### config.mk
export PLATFORM = sky130hd
export DESIGN_NAME = if_id_queue
export DESIGN_NICKNAME = d
export VERILOG_FILES = /design/src/rtl/if_id_queue.sv
export SDC_FILE = /design/constraint.sdc
export NUM_CORES = 1
export LEC_CHECK = 0
export ABC_AREA = 1
export BUFFER_PORTS_ARGS = -buffer_cell sky130_fd_sc_hd__clkbuf_2
export CAP_MARGIN = 20
export CELL_PAD_IN_SITES_DETAIL_PLACEMENT = 0
export CELL_PAD_IN_SITES_GLOBAL_PLACEMENT = 1
export CORE_UTILIZATION = 29
export DETAILED_ROUTE_END_ITERATION = 16
export GPL_TIMING_DRIVEN = 0
export PLACE_DENSITY_LB_ADDON = 0.1
export SLEW_MARGIN = 20
export SYNTH_ARGS = -nofsm -noshare
export SYNTH_HDL_FRONTEND = slang
export SYNTH_SLANG_ARGS = --single-unit
export TNS_END_PERCENT = 30
### constraint.sdc
create_clock -name clk -period 9 [get_ports clk]
set_input_delay 1.8 -clock clk [delete_from_list [all_inputs] [get_ports clk]]
set_output_delay 1.8 -clock clk [all_outputs]
set_load 0.05 [all_outputs]
### src/rtl/if_id_queue.sv
// if_id_queue: circular decoupling FIFO between instruction fetch and decode.
// Holds {inst, next_addr} pairs. It presents the oldest entry to decode and
// stalls fetch only when every slot is occupied. A redirect discards all
// queued wrong-path entries.
module if_id_queue #(
  parameter int unsigned DEPTH = 4,
  parameter int unsigned PTR_W = 2
) (
  input  logic                clk,
  input  logic                rst,
  input  logic [31:0]         if_inst,
  input  logic [31:0]         if_next_addr,
  input  logic                flush,
  input  logic                id_stall,
  output logic                pc_write,
  output logic                id_valid,
  output logic [31:0]         id_inst,
  output logic [31:0]         id_next_addr,
  output logic [PTR_W:0]      count
);

  localparam int unsigned CNT_W = PTR_W + 1;
  localparam logic [CNT_W-1:0] FULL_CNT = CNT_W'(DEPTH);

  typedef struct packed {
    logic [31:0] inst;
    logic [31:0] next_addr;
  } entry_t;

  entry_t             mem [DEPTH];
  entry_t             in_entry;
  entry_t             head_nxt;
  logic [PTR_W-1:0]   wr_ptr;
  logic [PTR_W-1:0]   rd_ptr;
  logic [PTR_W-1:0]   wr_ptr_nxt;
  logic [PTR_W-1:0]   rd_ptr_nxt;
  logic [CNT_W-1:0]   count_nxt;
  logic               enq;
  logic               deq;

  // Transfer qualifiers; pc_write and id_valid are registered decodes of count.
  always_comb begin
    in_entry = '{inst: if_inst, next_addr: if_next_addr};
    enq      = pc_write & ~flush;
    deq      = id_valid & ~id_stall & ~flush;
  end

  // Next pointer/occupancy state; a flush overrides every other event.
  always_comb begin
    wr_ptr_nxt = wr_ptr;
    rd_ptr_nxt = rd_ptr;
    count_nxt  = count;
    if (flush) begin
      wr_ptr_nxt = '0;
      rd_ptr_nxt = '0;
      count_nxt  = '0;
    end else begin
      if (enq) wr_ptr_nxt = wr_ptr + PTR_W'(1);
      if (deq) rd_ptr_nxt = rd_ptr + PTR_W'(1);
      unique case ({enq, deq})
        2'b10:   count_nxt = count + CNT_W'(1);
        2'b01:   count_nxt = count - CNT_W'(1);
        default: count_nxt = count;
      endcase
    end
  end

  // Next head entry: the slot written this edge when it becomes the head, else storage.
  always_comb begin
    head_nxt = '0;
    if (count_nxt != '0) begin
      if (enq && (wr_ptr == rd_ptr_nxt)) begin
        head_nxt = in_entry;
      end else begin
        head_nxt = mem[rd_ptr_nxt];
      end
    end
  end

  // Entry storage; contents are don't-care until written, so no reset.
  always_ff @(posedge clk) begin
    if (enq) mem[wr_ptr] <= in_entry;
  end

  // Pointers, occupancy and registered decode-side outputs.
  always_ff @(posedge clk or negedge rst) begin
    if (!rst) begin
      wr_ptr       <= '0;
      rd_ptr       <= '0;
      count        <= '0;
      pc_write     <= 1'b1;
      id_valid     <= 1'b0;
      id_inst      <= '0;
      id_next_addr <= '0;
    end else begin
      wr_ptr       <= wr_ptr_nxt;
      rd_ptr       <= rd_ptr_nxt;
      count        <= count_nxt;
      pc_write     <= (count_nxt != FULL_CNT);
      id_valid     <= (count_nxt != '0);
      id_inst      <= head_nxt.inst;
      id_next_addr <= head_nxt.next_addr;
    end
  end

endmodule

* Word level (Yosys, flattened, before mapping)
Memory sizes are Yosys's and may differ from the RTL's.
Index checks and enable logic that the tools add are counted.
** Storage, ports and cells
- Memories kept :: 1
- Bits in latches :: 0
- Register bits :: 73
- Word-level logic and storage cells :: 34
- Bits of input ports :: 68
- Output and inout bits :: 69
- ROM bits :: 0
- Memory bits (writable) :: 256
** Cells by class
- Magnitude comparators :: 0
- Divide/modulo/power cells :: 0
- Bitwise gates (word level) :: 5
- $mul :: 0
- Shift-type cells :: 0
- Mux-type cells :: 10
- Equality and inequality tests :: 4
- Reductions and logical operators :: 3
- Add/subtract/negate cells :: 4
** Memories
- mem :: depth 4, bits a word 64, read ports 1, clocked after Yosys merged registers in 0, wr ports 1, line 30 : entry_t mem [DEPTH];
** Operators with widths (count)
- two-way mux 64 bit :: 2
- two-way mux 2 bit :: 4
- one-hot mux 3 bit (2 select lines) :: 1
- adder 2 x 1 -> 2 bit, second input constant :: 2
- adder 3 x 1 -> 3 bit, second input constant :: 1
- bitwise AND 1 bit :: 3
- two-way mux 3 bit :: 1
- != test 3 bit, second input constant :: 1
- nonzero test 3 bit :: 1
- subtractor 3 x 1 -> 3 bit, second input constant :: 1
- equality test 2 x 1 -> 1 bit, second input constant :: 1
- equality test 2 bit :: 1
- equality test 2 bit, second input constant :: 1
- two-way mux 1 bit :: 2
- inverter 1 bit :: 2
- nonzero test 2 bit :: 1
- logical AND 1 bit :: 1

* Logic depth before layout (Yosys ltp)
- Depth in word-level cells :: 9
- Mapped depth :: 14
- Mapped depth without buffers :: 12

* Worst setup path after synthesis
No wires, ideal clock.
- Path kind :: input to register
- Start point :: in flush
- End point :: mem mem[0][0] (netlist bit), enable pin
- Cell stages on the path :: 3
- Buffers on the path :: 0
- Data arrival time :: 4.871 ns
- Slack :: 3.642 ns
- Library setup time :: 0.486 ns
- Data required time :: 8.514 ns
- Path through :: nor2_1 inv_1 nor2_1
** On the way
- Word-level cells in the longest chain between the ends :: 4
** Ends and longest elaborated chain
- start, declared :: line 13 : input logic flush,
- inverter 1 bit :: line 44 : enq = pc_write & ~flush;
- bitwise AND 1 bit :: line 44
- two-way mux 1 bit :: line 82 : if (enq) mem[wr_ptr] <= in_entry;
- two-way mux 1 bit (not written as such) :: line 82
- end, declared :: line 30
No other way between the ends.

==> results.txt <==
The clock period minus final worst setup slack came out at 4.28 ns. The synthesized area per cell came out at 9.74 sq um. The weighted congestion at the end of routability-driven global placement is 0.726. The netlist uses 23 different library cells. The filler-free cell count of the finished design is 2414. The net count after synthesis came out at 1594. The post-synthesis sequential area ratio is 0.643.

The type of element launching the critical path is a primary input. The post-synthesis register bit count came out at 329. After synthesis, the cell types taking the most area are sky130_fd_sc_hd__edfxtp_1 52%, sky130_fd_sc_hd__dfrtp_1 12%, sky130_fd_sc_hd__inv_1 8.6%. The static leakage came out at 0.00845 uW.

STA classifies the critical path endpoint as a flip-flop. Using the TritonRoute via totals, the vias-per-cell ratio works out to 4.40. For this run, the top clock speed supported by timing is 233 MHz. The number of nets still failing antenna checks after routing is 0.

The clock latency on the worst-skew pair came out at 0.56 ns. The site row count is 82. Counting every sink on the clock net gives 329.

The clock input transition at the sequential cells of the worst setup and hold paths is 0.06 ns. Summed over all nets, the half-perimeter wirelength after detailed placement is 27700 um. On the final layout, the worst clock skew is 0.0109 ns. The signal on the critical path passes through clkbuf_2 -> nor2_1 -> inv_1 -> ha_1 -> fa_1 -> o21ai_0 -> o21ai_1 -> inv_1 -> nand2_1 -> buf_2 -> buf_2 -> nand2_1 -> nor2_1. In the synthesized netlist, the number of instances is 1520.

The core area is 50300 sq um. Setup repair after global routing left no endpoint under its margin. The fraction of the cycle the final worst path needs is 0.476. The tree is rooted in a sky130_fd_sc_hd__clkbuf_16. The number of buffers created by CTS came out at 40. The total I/O pin count came out at 137. The number of buffers and inverters on the critical path came out at 5. The floorplan step set the die height to 228 um.

Total power for the finished layout comes to 4780 uW. The maximum number of pins on one net before global-route repair came out at 74. The pre-CTS setup slack came out at 4.12 ns.

The final net count is 1785. The TritonCTS clock tree is yes. The cell depth of the worst flop-to-flop path is 13. The top cell type's share of synthesized area came out at 0.519. The number of hold-slack violations in the final timing report is 0. The total of buffers placed on input and output ports came out at 136.

The highest net fanout along the worst path came out at 10. The maximum number of buffers from clock root to sink came out at 3. In the layout the commonest cells are 338 x sky130_fd_sc_hd__inv_1, 271 x sky130_fd_sc_hd__nand2_1, 256 x sky130_fd_sc_hd__edfxtp_1, 196 x sky130_fd_sc_hd__nand3_1. The effective utilization at floorplan came out at 0.295. Including well taps, the total number of placed cells is 2341. The max-slew headroom at the worst pin is 0.294.

The flow ran to the end, and the final reports show no timing, DRC or antenna violations. The final setup violation count is 0. The wire length of the first global-routing pass is 65400 um. Summed over all failing endpoints, the final setup total negative slack is 0 ns. Max-cap violations in this run came to 0.

After detailed routing, the average wire length per cell comes to 18.1 um. The detailed router placed 10628 vias in this run. The worst hold path was traced through 2 stages. The remaining global-route overflow came out at 0. The final number of max-transition violations was 0. On the critical path the largest part of the delay comes from buffers and inverters. The most common cell after layout, fill and taps aside is sky130_fd_sc_hd__inv_1. The final-layout fill cell count is 5219.

IR analysis of the VDD net gives a maximum drop of 0.000122 V. The slowest stage of the critical path is the sky130_fd_sc_hd__fa_1 cell. Across all setup checks in the final design, the least slack found is 4.72 ns.

The number of buffers inserted for hold repair after clock tree synthesis came out at 0. The initial antenna violation count is 2. The measured slew at the worst slew-check pin came out at 1.06 ns.

The critical path data required time is 9.45 ns. The power density of the placed cells is 267 nW/um^2. The post-detailed-routing wire length is 43600 um.

The biggest cell delay along the critical path is 0.48 ns. The critical setup path kind is in -> reg. The count of cell instances traversed by the critical path came out at 13.

The number of H-tree branching levels is 2. The violation count after the first detailed-route iteration is 721. The data arrival time of the critical path is 4.74 ns. The share of cells above drive strength 1 is 0.164.

The number of detailed-route iterations in the first pass is 5. The count of unresolved DRC violations after routing is 0. The area growth from synthesis to layout is 21.0%. The worst hold path belongs to the class reg -> reg. The Yosys step of the flow raised 0 warnings. Gates resized during post-CTS repair numbered 0.

The cell taking the most area after synthesis is sky130_fd_sc_hd__edfxtp_1. The via count of the first global-routing pass is 10488. The synthesized netlist occupies a cell area of 14800 sq um.

The post-CTS setup repair buffer count is 0. The total global-route track usage is 0.168. The area of the die is 52000 sq um.

The die outline width came out at 228 um.
## worst paths after layout
kind                               start                to  slack [ns]
max in group asynchronous            rst  id_next_addr[18]        7.20
worst max register to register  pc_write  id_next_addr[13]        5.53
worst max-delay path               flush  id_next_addr[13]        4.72
min in group asynchronous            rst       id_inst[20]        1.29
worst min register to register  count[1]          count[1]        0.60
worst min-delay path            count[1]          count[1]        0.60
## routing by layer
layer,track usage,share of wire,vias up
met5,0,0.00066,-
met3,0.0329,0.048,62
met1,0.230,0.47,5046
li1,-,-,5299
met4,0.0451,0.020,4
met2,0.271,0.46,217
## sequential cells by signal, indices dropped and copies added (netlist names)
| register | count |
|---|---|
| mem | 256 |
| id_inst | 32 |
| id_next_addr | 32 |
| count | 3 |
| rd_ptr | 2 |
| wr_ptr | 2 |
| id_valid | 1 |
| pc_write | 1 |
## area by class of cell
class,count,area [sq um],share of cell area
antenna,1,2.50,0.000140
buffer,95,489,0.0273
clock buffer,50,1060,0.0592
clock inverter,22,181,0.0101
inverter,341,1280,0.0715
multi-input combinational,755,3550,0.198
sequential,329,9520,0.531
tap,672,841,0.0469
timing repair buffer,149,990,0.0553
## synth_stat cells, drive strengths merged
cell and n:
fa 1, o21ai 4, nand2 272, clkbuf 25, dfrtp 72, nor2 141
buf 70, inv 341, nand3 199, ha 5, nand4 132, edfxtp 256
a21o 1, dfstp 1
## worst min-delay path, cell delays in order (launching register included)
cell and delay, ns:
sky130_fd_sc_hd__dfrtp_1 0.39, sky130_fd_sc_hd__nor2_1 0.08, sky130_fd_sc_hd__nor2_1 0.09
## where the power goes
part           switching [uW]  leakage [uW]  internal [uW]
clock network             646      0.000617            919
logic                    1000       0.00455            319
registers                54.1       0.00329           1840
total                    1700       0.00845           3080
## kinds of logic (layout without fill, tap and decap cells)
logic type	Yosys count	count (layout)	synth area share
AND/OR/NAND/NOR	744	744	0.231
buffers and inverters	436	657	0.119
flip-flops	329	329	0.643
adder cells (fa/ha/maj)	6	6	0.00558
AO/OA/AOI/OAI	5	5	0.00186
other	0	1	0
## per-stage QoR
step                      instance area (sq um)  utilization  hold slack, ns
final                                     17900        0.356           0.600
after CTS                                 17900        0.356           0.605
after global routing                      17900        0.356           0.637
after detailed placement                  16700        0.332           0.588
after global placement                    16300        0.325           0.579
after floorplan                           14800            -           0.621
No activity file was read; power rests on OpenSTA's default activity.
